--- config.mk ---
export PLATFORM = sky130hd
export DESIGN_NAME = video_vram_arbiter_flat
export DESIGN_NICKNAME = d
export VERILOG_FILES = /design/src/rtl/video_vram_arbiter_if.sv /design/src/rtl/video_vram_arbiter.sv /design/src/flat_wrapper.sv
export SDC_FILE = /design/constraint.sdc
export NUM_CORES = 1
export LEC_CHECK = 0
export CAP_MARGIN = 20
export CORE_MARGIN = 5
export CORE_UTILIZATION = 52
export CTS_CLUSTER_SIZE = 24
export DETAILED_ROUTE_END_ITERATION = 10
export PLACE_DENSITY = 0.76
export SLEW_MARGIN = 10
export SYNTH_ARGS = -nofsm -noshare
export SYNTH_HDL_FRONTEND = slang
export SYNTH_SLANG_ARGS = --single-unit
--- constraint.sdc ---
create_clock -name I_clock -period 2.4 [get_ports I_clock]
set_input_delay 0.48 -clock I_clock [delete_from_list [all_inputs] [get_ports I_clock]]
set_output_delay 0.48 -clock I_clock [all_outputs]
set_load 0.01 [all_outputs]
--- src/rtl/video_vram_arbiter_if.sv ---
// Signal bundle between the PPU register/render logic, the VRAM arbiter and the VRAM pins.
// The slave modport is the arbiter; the master modport is everything around it.
interface video_vram_arbiter_if;
    logic        I_host_wren;
    logic        I_host_rden;
    logic        I_sel_addr;
    logic        I_sel_data;
    logic        I_sel_stat;
    logic [7:0]  I_host_data;
    logic        I_inc32;
    logic [7:0]  O_host_data;
    logic        O_host_busy;
    logic        I_rnd_req;
    logic [13:0] I_rnd_addr;
    logic        O_rnd_ack;
    logic [7:0]  O_rnd_data;
    logic [13:0] O_vid_addr;
    logic        O_vid_wren;
    logic [7:0]  I_vid_data;
    logic [7:0]  O_vid_data;

    modport slave (
        input  I_host_wren, I_host_rden, I_sel_addr, I_sel_data, I_sel_stat,
        input  I_host_data, I_inc32, I_rnd_req, I_rnd_addr, I_vid_data,
        output O_host_data, O_host_busy, O_rnd_ack, O_rnd_data,
        output O_vid_addr, O_vid_wren, O_vid_data
    );

    modport master (
        output I_host_wren, I_host_rden, I_sel_addr, I_sel_data, I_sel_stat,
        output I_host_data, I_inc32, I_rnd_req, I_rnd_addr, I_vid_data,
        input  O_host_data, O_host_busy, O_rnd_ack, O_rnd_data,
        input  O_vid_addr, O_vid_wren, O_vid_data
    );
endinterface

--- src/rtl/video_vram_arbiter.sv ---
// PPU VRAM port arbiter: host v/t/toggle registers, buffered reads, renderer fetch slots.
// Define VIDEO_VRAM_STARVE_GUARD_EN to force a host slot after 15 contested renderer grants.
module video_vram_arbiter (
    input logic           I_clock,
    input logic           I_reset,
    video_vram_arbiter_if.slave bus
);

    typedef enum logic [2:0] {
        S_IDLE,
        S_R_ACC,
        S_R_DAT,
        S_H_WR,
        S_H_ACC,
        S_H_DAT,
        S_H_END
    } state_t;

    state_t      state_q, state_d;
    logic [13:0] v_q, v_d;
    logic [13:0] t_q, t_d;
    logic        tog_q, tog_d;
    logic [7:0]  rbuf_q, rbuf_d;
    logic [7:0]  hdata_q, hdata_d;
    logic        busy_q, busy_d;
    logic        op_wr_q, op_wr_d;
    logic [13:0] a_q, a_d;
    logic [7:0]  dat_q, dat_d;
    logic        dirty_q, dirty_d;
    logic        ack_q, ack_d;
    logic [7:0]  rdata_q, rdata_d;
    logic [13:0] vaddr_q, vaddr_d;
    logic        wren_q, wren_d;
    logic [7:0]  vdata_q, vdata_d;

    logic        idle;
    logic        host_first;
    logic        rnd_grant;
    logic        host_grant;
    logic        addr_wr;
    logic        stat_rd;
    logic        data_wr;
    logic        data_rd;
    logic [13:0] inc;

    // An op is pending exactly when busy is set while the slot machine sits in IDLE.
    assign idle       = (state_q == S_IDLE);
    assign rnd_grant  = idle && bus.I_rnd_req && !host_first;
    assign host_grant = idle && busy_q && !rnd_grant;

    assign addr_wr = bus.I_host_wren && bus.I_sel_addr;
    assign stat_rd = bus.I_host_rden && bus.I_sel_stat;
    assign data_wr = bus.I_host_wren && bus.I_sel_data && !busy_q;
    assign data_rd = bus.I_host_rden && bus.I_sel_data && !busy_q;
    assign inc     = bus.I_inc32 ? 14'd32 : 14'd1;

`ifdef VIDEO_VRAM_STARVE_GUARD_EN
    logic [3:0] cnt_q, cnt_d;

    always_comb begin
        cnt_d = cnt_q;
        if (host_grant) begin
            cnt_d = 4'd0;
        end else if (rnd_grant && busy_q) begin
            cnt_d = cnt_q + 4'd1;
        end
    end

    always_ff @(posedge I_clock) begin
        if (I_reset) begin
            cnt_q <= 4'd0;
        end else begin
            cnt_q <= cnt_d;
        end
    end

    assign host_first = busy_q && (cnt_q == 4'd15);
`else
    assign host_first = 1'b0;
`endif

    always_comb begin
        state_d = state_q;
        v_d     = v_q;
        t_d     = t_q;
        tog_d   = tog_q;
        rbuf_d  = rbuf_q;
        hdata_d = hdata_q;
        busy_d  = busy_q;
        op_wr_d = op_wr_q;
        a_d     = a_q;
        dat_d   = dat_q;
        dirty_d = dirty_q;
        ack_d   = 1'b0;
        rdata_d = rdata_q;
        vaddr_d = vaddr_q;
        wren_d  = 1'b0;
        vdata_d = vdata_q;

        unique case (state_q)
            S_IDLE: begin
                if (rnd_grant) begin
                    state_d = S_R_ACC;
                    vaddr_d = bus.I_rnd_addr;
                end else if (host_grant) begin
                    vaddr_d = a_q;
                    if (op_wr_q) begin
                        state_d = S_H_WR;
                        vdata_d = dat_q;
                        wren_d  = 1'b1;
                    end else begin
                        state_d = S_H_ACC;
                    end
                end
            end
            S_R_ACC: state_d = S_R_DAT;
            S_R_DAT: begin
                rdata_d = bus.I_vid_data;
                ack_d   = 1'b1;
                state_d = S_IDLE;
            end
            S_H_WR:  state_d = S_H_END;
            S_H_ACC: state_d = S_H_DAT;
            S_H_DAT: begin
                rbuf_d  = bus.I_vid_data;
                state_d = S_H_END;
            end
            S_H_END: begin
                if (!dirty_q) begin
                    v_d = a_q + inc;
                end
                busy_d  = 1'b0;
                state_d = S_IDLE;
            end
            default: state_d = S_IDLE;
        endcase

        // Register writes come after the increment so a same-cycle v reload wins.
        if (addr_wr) begin
            if (!tog_q) begin
                t_d[13:8] = bus.I_host_data[5:0];
                tog_d     = 1'b1;
            end else begin
                t_d[7:0] = bus.I_host_data;
                v_d      = {t_q[13:8], bus.I_host_data};
                tog_d    = 1'b0;
                dirty_d  = 1'b1;
            end
        end
        if (stat_rd) begin
            tog_d = 1'b0;
        end
        if (data_wr) begin
            op_wr_d = 1'b1;
            a_d     = v_q;
            dat_d   = bus.I_host_data;
            dirty_d = 1'b0;
            busy_d  = 1'b1;
        end
        if (data_rd) begin
            hdata_d = rbuf_q;
            op_wr_d = 1'b0;
            a_d     = v_q;
            dirty_d = 1'b0;
            busy_d  = 1'b1;
        end
    end

    always_ff @(posedge I_clock) begin
        if (I_reset) begin
            state_q <= S_IDLE;
            v_q     <= 14'd0;
            t_q     <= 14'd0;
            tog_q   <= 1'b0;
            rbuf_q  <= 8'd0;
            hdata_q <= 8'd0;
            busy_q  <= 1'b0;
            op_wr_q <= 1'b0;
            a_q     <= 14'd0;
            dat_q   <= 8'd0;
            dirty_q <= 1'b0;
            ack_q   <= 1'b0;
            rdata_q <= 8'd0;
            vaddr_q <= 14'd0;
            wren_q  <= 1'b0;
            vdata_q <= 8'd0;
        end else begin
            state_q <= state_d;
            v_q     <= v_d;
            t_q     <= t_d;
            tog_q   <= tog_d;
            rbuf_q  <= rbuf_d;
            hdata_q <= hdata_d;
            busy_q  <= busy_d;
            op_wr_q <= op_wr_d;
            a_q     <= a_d;
            dat_q   <= dat_d;
            dirty_q <= dirty_d;
            ack_q   <= ack_d;
            rdata_q <= rdata_d;
            vaddr_q <= vaddr_d;
            wren_q  <= wren_d;
            vdata_q <= vdata_d;
        end
    end

    assign bus.O_host_data = hdata_q;
    assign bus.O_host_busy = busy_q;
    assign bus.O_rnd_ack   = ack_q;
    assign bus.O_rnd_data  = rdata_q;
    assign bus.O_vid_addr  = vaddr_q;
    assign bus.O_vid_wren  = wren_q;
    assign bus.O_vid_data  = vdata_q;

endmodule

--- src/flat_wrapper.sv ---
// flat-port wrapper written by rule: the top's interface ports become plain ports
module video_vram_arbiter_flat 
  (I_clock, I_reset, bus_I_host_wren, bus_I_host_rden, bus_I_sel_addr, bus_I_sel_data, bus_I_sel_stat, bus_I_host_data, bus_I_inc32, bus_I_rnd_req, bus_I_rnd_addr, bus_I_vid_data, bus_O_host_data, bus_O_host_busy, bus_O_rnd_ack, bus_O_rnd_data, bus_O_vid_addr, bus_O_vid_wren, bus_O_vid_data);
  video_vram_arbiter_if bus_i ();
  input logic I_clock;
  input logic I_reset;
  input wire logic [$bits(bus_i.I_host_wren)-1:0] bus_I_host_wren;
  input wire logic [$bits(bus_i.I_host_rden)-1:0] bus_I_host_rden;
  input wire logic [$bits(bus_i.I_sel_addr)-1:0] bus_I_sel_addr;
  input wire logic [$bits(bus_i.I_sel_data)-1:0] bus_I_sel_data;
  input wire logic [$bits(bus_i.I_sel_stat)-1:0] bus_I_sel_stat;
  input wire logic [$bits(bus_i.I_host_data)-1:0] bus_I_host_data;
  input wire logic [$bits(bus_i.I_inc32)-1:0] bus_I_inc32;
  input wire logic [$bits(bus_i.I_rnd_req)-1:0] bus_I_rnd_req;
  input wire logic [$bits(bus_i.I_rnd_addr)-1:0] bus_I_rnd_addr;
  input wire logic [$bits(bus_i.I_vid_data)-1:0] bus_I_vid_data;
  output wire logic [$bits(bus_i.O_host_data)-1:0] bus_O_host_data;
  output wire logic [$bits(bus_i.O_host_busy)-1:0] bus_O_host_busy;
  output wire logic [$bits(bus_i.O_rnd_ack)-1:0] bus_O_rnd_ack;
  output wire logic [$bits(bus_i.O_rnd_data)-1:0] bus_O_rnd_data;
  output wire logic [$bits(bus_i.O_vid_addr)-1:0] bus_O_vid_addr;
  output wire logic [$bits(bus_i.O_vid_wren)-1:0] bus_O_vid_wren;
  output wire logic [$bits(bus_i.O_vid_data)-1:0] bus_O_vid_data;
  assign bus_i.I_host_wren = bus_I_host_wren;
  assign bus_i.I_host_rden = bus_I_host_rden;
  assign bus_i.I_sel_addr = bus_I_sel_addr;
  assign bus_i.I_sel_data = bus_I_sel_data;
  assign bus_i.I_sel_stat = bus_I_sel_stat;
  assign bus_i.I_host_data = bus_I_host_data;
  assign bus_i.I_inc32 = bus_I_inc32;
  assign bus_i.I_rnd_req = bus_I_rnd_req;
  assign bus_i.I_rnd_addr = bus_I_rnd_addr;
  assign bus_i.I_vid_data = bus_I_vid_data;
  assign bus_O_host_data = bus_i.O_host_data;
  assign bus_O_host_busy = bus_i.O_host_busy;
  assign bus_O_rnd_ack = bus_i.O_rnd_ack;
  assign bus_O_rnd_data = bus_i.O_rnd_data;
  assign bus_O_vid_addr = bus_i.O_vid_addr;
  assign bus_O_vid_wren = bus_i.O_vid_wren;
  assign bus_O_vid_data = bus_i.O_vid_data;
  video_vram_arbiter u_core (.I_clock(I_clock), .I_reset(I_reset), .bus(bus_i));
endmodule
==> results of run 1 <==
[routing by layer]
layer  part of all wire, %  GRT usage (%)  up-vias
met5                     0              0        -
met4                   2.2           7.77        0
met3                   5.6           5.19       26
met2                    47           34.9      128
met1                    45           28.2     1766
li1                      -              -     1797
[stage by stage]
stage / setup slack [ns] / TNS, ns / hold slack (ns) / instance area, sq um
detailed placement: -0.172 / -0.455 / 0.449 / 5030
finish: 0.185 / 0 / 0.458 / 5270
floorplan: 0.421 / 0 / 0.432 / 4170
global placement: -0.0947 / -0.205 / 0.443 / 5030
global route: 0.0767 / 0 / 0.477 / 5270
CTS: 0.209 / 0 / 0.461 / 5270
[path summary, 6_finish.rpt]
path	endpoint	slack, ns	from
worst max-delay path	u_core.v_q[12]	0.19	bus_I_inc32
worst min-delay path	u_core.a_q[7]	0.46	u_core.v_q[7]
worst max register to register	u_core.v_q[12]	0.48	u_core.a_q[0]
worst min register to register	u_core.a_q[7]	0.46	u_core.v_q[7]
[registers in the layout, indices dropped and copies added (netlist names)]
| signal | cells |
|---|---|
| u_core.a_q | 14 |
| u_core.bus.O_host_busy | 1 |
| u_core.bus.O_host_data | 8 |
| u_core.bus.O_rnd_ack | 1 |
| u_core.bus.O_rnd_data | 8 |
| u_core.bus.O_vid_addr | 14 |
| u_core.bus.O_vid_data | 8 |
| u_core.bus.O_vid_wren | 1 |
| u_core.dat_q | 8 |
| u_core.dirty_q | 1 |
| u_core.op_wr_q | 1 |
| u_core.rbuf_q | 8 |
| u_core.state_q | 3 |
| u_core.t_q | 6 |
| u_core.tog_q | 1 |
| u_core.v_q | 14 |
[cell type report]
type | count | area [sq um] | share of cell area (%)
clock buffers | 10 | 138 | 2.61
inverters | 2 | 7.51 | 0.142
clock inverters | 5 | 104 | 1.97
flip-flops and latches | 97 | 1940 | 36.8
repair buffers | 99 | 936 | 17.8
well taps | 102 | 128 | 2.42
multi-input cells | 348 | 2020 | 38.2
[worst max-delay path, delay by kind of cell]
family / cells / cell delay [ns]
compound gates: 2 / 0.44
xor+xnor: 1 / 0.13
fa+ha+maj: 2 / 0.39
buf+inv: 2 / 0.53
simple gates: 2 / 0.49
[power by group through the flow]
stage          clock network (mW)  logic (mW)  registers [mW]
2_1_floorplan                   0       0.330            1.81
3_3_place_gp                    0       0.590            1.81
3_5_place_dp                    0       0.599            1.81
4_1_cts                      1.29       0.603            1.78
5_1_grt                      1.36       0.663            1.79
6_report                     1.27       0.601            1.78
[logic make-up after synthesis]
group / synth area share (%)
compound gates: 13.9
fa+ha+maj: 0.900
buf+inv: 5.28
flops: 46.5
xor+xnor: 2.10
simple gates: 24.1
mux: 7.20
[cells in the mapped netlist, types with 6 or more instances]
library cell / n
o21ai_0: 31
nor3b_1: 16
a21oi_1: 42
mux2i_1: 30
dfxtp_1: 97
nand2_1: 70
a31oi_1: 7
nor2b_1: 15
nor2_1: 53
nand3_1: 22
clkbuf_1: 16
xnor2_1: 6
buf_2: 9
[placed cells by master (no fill, tap or decap), types with 2 or more instances in the layout]
| cell | synthesis | final |
|---|---|---|
| inv_1 | 2 | 2 |
| nand2_1 | 70 | 70 |
| o22ai_1 | 2 | 2 |
| nand3_1 | 22 | 22 |
| buf_4 | 3 | 20 |
| ha_1 | 3 | 3 |
| nor3_1 | 2 | 2 |
| clkdlybuf4s50_1 | 0 | 78 |
| nor2b_1 | 15 | 15 |
| bufinv_16 | 0 | 3 |
| clkbuf_8 | 2 | 10 |
| and3_2 | 2 | 2 |
| a31oi_1 | 7 | 7 |
| a21oi_1 | 42 | 42 |
| and2_1 | 2 | 2 |
| xnor2_1 | 6 | 6 |
| o21ai_0 | 31 | 31 |
| and3_1 | 3 | 3 |
| o21bai_1 | 2 | 2 |
| and4_1 | 5 | 5 |
| dfxtp_1 | 97 | 97 |
| a311oi_1 | 2 | 2 |
| o31a_1 | 2 | 2 |
| a211o_1 | 2 | 2 |
| o211ai_1 | 3 | 3 |
| mux2i_1 | 30 | 30 |
| xor2_1 | 4 | 4 |
| nor3b_1 | 16 | 15 |
| and2b_2 | 2 | 2 |
| o21ai_1 | 4 | 4 |
| nor2_1 | 53 | 53 |
==> results.py, run 1 <==
metrics = {
    "min_path": {
        "hold_depth": 2,
        "hold_class": "register to register",
    },
    "synthesis": {
        "ys.flop_type": "dfxtp_1",
        "synth_top_cells_by_area": "dfxtp_1 (47%), mux2i_1 (7.2%), nand2_1 (6.3%)",
        "async_flop_share_pct": 0,
        "yosysSeqAreaShare_pct": 46.5,
        "syn_avg_cell_area_sq_um": 8.62,
        "yosysTopAreaCell": "dfxtp_1",
        "synth_top_area_share_pct": 46.5,
        "syn-num-nets": 526,
        "synth_edf_count": 0,
        "synth_warnings": 0,
        "syn_area_sq_um": 4170,
        "ys_seq_elements": 97,
        "synth_cell_types": 50,
        "syn_inst": 484,
    },
    "critical_path": {
        "crit_top_cell": "ha_1",
        "path_class": "primary input to register",
        "start_kind": "primary input",
        "worstPathArrival_ns": 2.46,
        "reg2reg_depth": 7,
        "critPathMaxStageDelay_ns": 0.48,
        "worst_path_max_delay_cell": "clkdlybuf4s50_1",
        "cp.required_ns": 2.65,
        "end_kind": "register",
        "worstPathCellList": "clkdlybuf4s50_1 -> inv_1 -> ha_1 -> ha_1 -> and3_2 -> a31oi_1 -> and2b_2 -> xnor2_1 -> o21ai_1",
        "worst-path-max-fanout": 4,
    },
    "global_route": {
        "grt_pass1_vias": 3648,
        "grt_pass1_wl_microns": 17400,
        "overflow": 0,
        "grt_max_degree": 87,
        "antenna_found_initial": 0,
        "gr-usage-all-layers_pct": 21.6,
    },
    "routing": {
        "drc": 0,
        "firstDrtPassIters": 7,
        "wl_per_cell_microns": 15.8,
        "drt_first_iter_violations": 236,
        "dr_total_vias": 3717,
        "vias_per_cell": 5.61,
        "finalWirelength_microns": 10500,
        "ant_nets": 0,
    },
    "sta": {
        "fin_crit_ns": 2.21,
        "finalHoldViolCount": 0,
        "grt_setup_unrepaired": "false",
        "slew_headroom_pct": 41.4,
        "fmaxAchievable_ghz": 0.451,
        "max_slew.worst_pin.slew_ns": 0.878,
        "fin_crit_sh_pct": 92.3,
        "drv_slew": 0,
        "finalClockSkew_ns": 0.0121,
        "setup_viol": 0,
    },
    "status": {
        "outcome": "completed",
    },
    "placement": {
        "globalplace.congestion": 0.850,
        "io_buffers": 79,
        "dp.cells": 648,
        "dp_hpwl_microns": 7240,
    },
    "power": {
        "swShare_pct": 25.5,
        "p_int_mw": 2.72,
        "pwr-share-clk_pct": 34.9,
        "power_frac_seq_pct": 48.7,
        "powerDensity_nw_per_um2": 693,
        "comb_power_share_pct": 16.5,
        "leakage_nw": 1.97,
        "total_power_mw": 3.65,
        "p_sw_mw": 0.932,
        "peakVddDrop_uv": 466,
    },
    "floorplanning": {
        "die_h_microns": 99.6,
        "io_pins": 80,
        "coreArea_sq_um": 7770,
        "die_area_sq_um": 9920,
        "initial_utilization_pct": 53.7,
        "die_w_microns": 99.6,
        "fp-row-count": 32,
    },
    "cells_and_area": {
        "diodes": 0,
        "fin_util_pct": 67.8,
        "stdcell_count": 663,
        "nNetsFinal": 599,
        "area_growth_syn_to_layout_pct": 26.3,
        "final.fill_count": 662,
        "drive_above_1_share_pct": 8.38,
    },
    "clocking": {
        "cts-htree-levels": 3,
        "cts-root-buf": "clkbuf_8",
        "cts_tree": "done",
        "insertion_delay_ns": 0.36,
        "cts_resized": 0,
        "postCtsHoldBufs": 0,
        "cts_setup_buffers": 0,
        "clkSinkCount": 97,
        "cts_buffers": 9,
        "clkSlewWorstSetupHoldPaths_ns": 0.10,
        "clockBufferDepth": 2,
    },
    "run": {
        "maxCapViolCount": 0,
    },
}
No activity file was read; power rests on OpenSTA's default activity.
==> inputs of run 2 (changes only) <==
--- a/config.mk
+++ b/config.mk
@@ -6,11 +6,12 @@
 export NUM_CORES = 1
 export LEC_CHECK = 0
 export CAP_MARGIN = 20
+export CORE_ASPECT_RATIO = 0.75
 export CORE_MARGIN = 5
-export CORE_UTILIZATION = 52
+export CORE_UTILIZATION = 55
 export CTS_CLUSTER_SIZE = 24
 export DETAILED_ROUTE_END_ITERATION = 10
-export PLACE_DENSITY = 0.76
+export PLACE_DENSITY = 0.8
 export SLEW_MARGIN = 10
 export SYNTH_ARGS = -nofsm -noshare
 export SYNTH_HDL_FRONTEND = slang
==> constraint.sdc (replaced) <==
create_clock -name I_clock -period 2.8 [get_ports I_clock]
set_input_delay 0.56 -clock I_clock [delete_from_list [all_inputs] [get_ports I_clock]]
set_output_delay 0.56 -clock I_clock [all_outputs]
set_load 0.01 [all_outputs]
==> results.py, run 2 (synthesized netlist as in run 1, its figures left out) <==
metrics = {
    "status": {
        "outcome": "completed",
    },
    "cells_and_area": {
        "layout_common_cells": "dfxtp_1 (97), clkdlybuf4s50_1 (78), nand2_1 (70)",
        "layout_commonest_cell": "dfxtp_1",
        "drive_above_1_share_pct": 6.72,
        "final.fill_count": 627,
        "nNetsFinal": 588,
        "diodes": 0,
        "area_growth_syn_to_layout_pct": 23.1,
        "stdcell_count": 652,
    },
    "sta": {
        "setup_tns_ns": 0,
        "drv_slew": 0,
        "fin_crit_sh_pct": 87.6,
        "finalHoldViolCount": 0,
        "finalClockSkew_ns": 0.0124,
        "fmaxAchievable_ghz": 0.408,
        "slew_headroom_pct": 38.6,
        "grt_setup_unrepaired": "false",
        "max_slew.worst_pin.slew_ns": 0.917,
        "setup_viol": 0,
        "fin_crit_ns": 2.45,
        "whs_ns": 0.460,
    },
    "floorplanning": {
        "fp-row-count": 27,
        "die_h_microns": 85.4,
        "initial_utilization_pct": 56.7,
        "io_pins": 80,
        "die_area_sq_um": 9450,
        "coreArea_sq_um": 7360,
        "die_w_microns": 111,
    },
    "routing": {
        "drt_first_iter_violations": 305,
        "route.met3.wl_microns": 733,
        "firstDrtPassIters": 4,
        "ant_nets": 0,
        "dr_total_vias": 3663,
        "finalWirelength_microns": 10700,
        "wl_met2_microns": 4950,
        "drc": 0,
        "m1WireLength_microns": 4920,
        "vias_per_cell": 5.62,
        "highest_layer": "met4",
        "wl_per_cell_microns": 16.4,
    },
    "power": {
        "power_frac_seq_pct": 52.2,
        "comb_power_share_pct": 17.1,
        "leakage_nw": 1.89,
        "pwr-share-clk_pct": 30.7,
        "peakVddDrop_uv": 273,
        "total_power_mw": 2.93,
        "swShare_pct": 29.1,
        "p_sw_mw": 0.852,
        "p_int_mw": 2.08,
        "powerDensity_nw_per_um2": 570,
    },
    "critical_path": {
        "worst_path_max_delay_cell": "clkdlybuf4s50_1",
        "end_kind": "register",
        "reg2reg_depth": 7,
        "timing.rr.end": "u_core.v_q[10]",
        "worstPathCellList": "clkdlybuf4s50_1 -> inv_1 -> ha_1 -> ha_1 -> and3_2 -> a31oi_1 -> and2b_2 -> xnor2_1 -> o21ai_1",
        "path_buf_inv": 2,
        "path_class": "primary input to register",
        "setup.worst_path.start": "bus_I_inc32",
        "worstPathArrival_ns": 2.72,
        "endpoint": "u_core.v_q[10]",
        "cp_top_family": "buffers and inverters",
        "critPathMaxStageDelay_ns": 0.53,
        "critical_path_cell_count": 9,
        "crit_top_cell": "ha_1",
        "cp.required_ns": 3.07,
        "ff2ff_setup_slack_ns": 0.78,
        "rr_startpoint": "u_core.a_q[0]",
        "start_kind": "primary input",
        "worst-path-max-fanout": 4,
    },
    "min_path": {
        "hold_class": "register to register",
    },
    "clocking": {
        "cts_buffers": 9,
        "cts-root-buf": "clkbuf_8",
        "cts_resized": 0,
        "cts_tree": "done",
        "clkSlewWorstSetupHoldPaths_ns": 0.10,
        "clockBufferDepth": 2,
        "cts-htree-levels": 3,
        "clkSinkCount": 97,
        "insertion_delay_ns": 0.38,
        "cts_setup_buffers": 0,
        "postCtsHoldBufs": 0,
    },
    "placement": {
        "dp.cells": 636,
        "dp_hpwl_microns": 7350,
        "globalplace.congestion": 0.864,
        "io_buffers": 79,
    },
    "global_route": {
        "grt_pass1_wl_microns": 17800,
        "overflow": 0,
        "antenna_found_initial": 0,
        "gr-usage-all-layers_pct": 23.1,
        "grt_max_degree": 87,
        "grt_pass1_vias": 3603,
    },
    "run": {
        "maxCapViolCount": 0,
    },
}
## run 2: changes by cell type in the layout (fill, tap and decap cells not counted), sizes merged
cell / delta
bufinv: -3
clkinvlp: +1
inv: +3
buf: -11
## run 2: area by class of cell
cell class              count  area [sq um]  share of cell area (%)
multi-input cells         348          2020                    39.2
flip-flops and latches     97          1940                    37.8
repair buffers             88           853                    16.6
clock buffers              10           138                    2.68
well taps                 101           126                    2.46
clock inverters             6          56.3                    1.10
inverters                   2          7.51                   0.146
## run 2: through the flow
| step | cell area, sq um | setup slack, ns | util, % |
|---|---|---|---|
| floorplan | 4170 | 0.741 | - |
| global placement | 4940 | 0.123 | 67.1 |
| detailed placement | 4940 | 0.0158 | 67.1 |
| CTS | 5140 | 0.365 | 69.8 |
| global route | 5140 | 0.263 | 69.8 |
| finish | 5140 | 0.348 | 69.8 |
## run 2: power groups by stage
stage	Clock, mW	Combinational, mW	Sequential [mW]
CTS	0.920	0.505	1.53
finish	0.900	0.501	1.53
global route	0.983	0.550	1.54
floorplan	0	0.282	1.55
detailed placement	0	0.501	1.56
global placement	0	0.487	1.56
## run 2: per-layer routing
layer / vias up / GRT usage (%)
li1: 1782 / -
met1: 1737 / 31.0
met2: 130 / 37.0
met3: 14 / 6.99
met4: 0 / 5.15
met5: - / 0
## run 2: worst reg2reg max path, delay by kind of cell (launching register included)
kind	cells	cell delay, ns
flip-flops	1	0.35
AND/OR/NAND/NOR	2	0.51
XOR/XNOR	1	0.17
adder cells (fa/ha/maj)	2	0.46
AO/OA/AOI/OAI	2	0.43
## run 2: how the worst min path moves through the flow
stage / slack [ns] / cells past startpoint / startpoint / end
2_1_floorplan: 0.43 / 2 / u_core.v_q[13] / u_core.a_q[13]
3_3_place_gp: 0.44 / 2 / u_core.v_q[3] / u_core.a_q[3]
3_5_place_dp: 0.45 / 2 / u_core.v_q[8] / u_core.a_q[8]
4_1_cts: 0.46 / 2 / u_core.v_q[3] / u_core.a_q[3]
5_1_grt: 0.48 / 2 / u_core.v_q[3] / u_core.a_q[3]
6_report: 0.46 / 2 / u_core.v_q[3] / u_core.a_q[3]
==> inputs of run 3 (changes only) <==
--- a/config.mk
+++ b/config.mk
@@ -8,10 +8,11 @@
 export CAP_MARGIN = 20
 export CORE_ASPECT_RATIO = 0.75
 export CORE_MARGIN = 5
-export CORE_UTILIZATION = 55
+export CORE_UTILIZATION = 31
 export CTS_CLUSTER_SIZE = 24
 export DETAILED_ROUTE_END_ITERATION = 10
-export PLACE_DENSITY = 0.8
+export HOLD_SLACK_MARGIN = 0.03
+export PLACE_DENSITY = 0.48
 export SLEW_MARGIN = 10
 export SYNTH_ARGS = -nofsm -noshare
 export SYNTH_HDL_FRONTEND = slang
==> constraint.sdc (replaced) <==
create_clock -name I_clock -period 2.41 [get_ports I_clock]
set_input_delay 0.482 -clock I_clock [delete_from_list [all_inputs] [get_ports I_clock]]
set_output_delay 0.482 -clock I_clock [all_outputs]
set_load 0.01 [all_outputs]
==> results.py, run 3 (synthesized netlist as in run 1, its figures left out) <==
metrics = {
    "power": {
        "powerDensity_nw_per_um2": 739,
        "p_int_mw": 3.02,
        "power_frac_seq_pct": 43.7,
        "total_power_mw": 4.05,
        "comb_power_share_pct": 14.9,
        "peakVddDrop_uv": 410,
        "leakage_nw": 2.02,
        "pwr-share-clk_pct": 41.3,
        "p_sw_mw": 1.02,
        "swShare_pct": 25.2,
    },
    "routing": {
        "dr_total_vias": 3580,
        "drt_first_iter_violations": 209,
        "vias_per_cell": 4.88,
        "drc": 0,
        "firstDrtPassIters": 4,
        "ant_nets": 0,
        "wl_per_cell_microns": 15.7,
        "finalWirelength_microns": 11500,
    },
    "clocking": {
        "clkSinkCount": 97,
        "clkSlewWorstSetupHoldPaths_ns": 0.07,
        "cts_setup_buffers": 0,
        "clockBufferDepth": 2,
        "cts_resized": 0,
        "cts-htree-levels": 3,
        "postCtsHoldBufs": 0,
        "insertion_delay_ns": 0.34,
        "cts_buffers": 9,
        "cts-root-buf": "clkbuf_16",
        "cts_tree": "done",
    },
    "global_route": {
        "grt_max_degree": 87,
        "overflow": 0,
        "gr-usage-all-layers_pct": 14.6,
        "antenna_found_initial": 0,
        "grt_pass1_wl_microns": 19100,
        "grt_pass1_vias": 3596,
    },
    "cells_and_area": {
        "final.fill_count": 1327,
        "final_design_area_no_fill_sq_um": 5470,
        "area_growth_syn_to_layout_pct": 31.1,
        "stdcell_count": 734,
        "layout_common_cells": "dfxtp_1 (97), clkdlybuf4s50_1 (78), nand2_1 (70)",
        "diodes": 0,
        "drive_above_1_share_pct": 8.70,
        "layout_commonest_cell": "dfxtp_1",
        "fin_util_pct": 41.7,
        "nNetsFinal": 600,
    },
    "sta": {
        "setup_viol": 0,
        "drv_slew": 0,
        "whs_ns": 0.455,
        "finalClockSkew_ns": 0.00606,
        "max_slew.worst_pin.slew_ns": 0.926,
        "finalHoldViolCount": 0,
        "fin_crit_ns": 2.13,
        "grt_setup_unrepaired": "false",
        "fmaxAchievable_ghz": 0.469,
        "slew_headroom_pct": 38.3,
        "fin_crit_sh_pct": 88.5,
    },
    "floorplanning": {
        "initial_utilization_pct": 31.8,
        "fp-row-count": 36,
        "die_h_microns": 110,
        "die_area_sq_um": 15900,
        "die_w_microns": 144,
        "io_pins": 80,
        "coreArea_sq_um": 13100,
    },
    "critical_path": {
        "path_buf_inv": 3,
        "critPathMaxStageDelay_ns": 0.48,
        "path_class": "primary input to register",
        "worstPathCellList": "clkdlybuf4s50_1 -> inv_1 -> ha_1 -> ha_1 -> and3_2 -> a31oi_1 -> buf_4 -> and2b_2 -> xnor2_1 -> o21ai_1",
        "worstPathArrival_ns": 2.36,
        "end_kind": "register",
        "worst_path_max_delay_cell": "clkdlybuf4s50_1",
        "worst-path-max-fanout": 4,
        "cp.required_ns": 2.63,
        "start_kind": "primary input",
        "crit_top_cell": "ha_1",
        "cp_top_family": "buffers and inverters",
    },
    "placement": {
        "placed_cell_area_sq_um": 5120,
        "dp_hpwl_microns": 8240,
        "io_buffers": 79,
        "globalplace.congestion": 0.781,
        "dp.cells": 718,
    },
    "run": {
        "maxCapViolCount": 0,
    },
    "min_path": {
        "hold_class": "register to register",
    },
    "status": {
        "outcome": "completed",
    },
}
## run 3: final timing paths
path / from / slack [ns] / endpoint / cells after the start
worst max-delay path: bus_I_inc32 / 0.28 / u_core.v_q[12] / 10
worst min-delay path: u_core.bus.O_host_data[7] / 0.45 / u_core.bus.O_host_data[7] / 2
worst min register to register: u_core.bus.O_host_data[7] / 0.45 / u_core.bus.O_host_data[7] / 2
worst max register to register: u_core.a_q[0] / 0.59 / u_core.v_q[12] / 8
## run 3: worst min-delay path, stage by stage (launching register included)
cell and delay (ns):
dfxtp_1 0.31, nand2_1 0.05, a21oi_1 0.05
## run 3: layout make-up
cell class | count | area, sq um | share of cell area (%)
Clock buffer | 9 | 225 | 4.12
Sequential cell | 97 | 1940 | 35.5
Tap cell | 171 | 214 | 3.91
Inverter | 2 | 7.51 | 0.137
Timing Repair Buffer | 100 | 943 | 17.2
Clock inverter | 7 | 124 | 2.26
Multi-Input combinational cell | 348 | 2020 | 36.8
## run 3: power groups by stage
stage	logic, mW	registers (mW)	clock network, mW
floorplan	0.328	1.80	0
global placement	0.611	1.80	0
detailed placement	0.610	1.80	0
CTS	0.614	1.77	1.72
global route	0.671	1.78	1.78
finish	0.604	1.77	1.67
## run 3: metal layers
| metal | vias up | share of wire [%] | track usage [%] |
|---|---|---|---|
| li1 | 1806 | - | - |
| met1 | 1690 | 53 | 22.0 |
| met2 | 75 | 41 | 20.8 |
| met3 | 9 | 5.2 | 4.24 |
| met4 | 0 | 0.73 | 2.63 |
| met5 | - | 0 | 0 |
## run 3: through the flow
step	TNS, ns	setup WS [ns]
after detailed placement	-0.145	-0.0697
after CTS	0	0.295
after global routing	0	0.135
after global placement	-0.0979	-0.0534
final	0	0.277
after floorplan	0	0.429
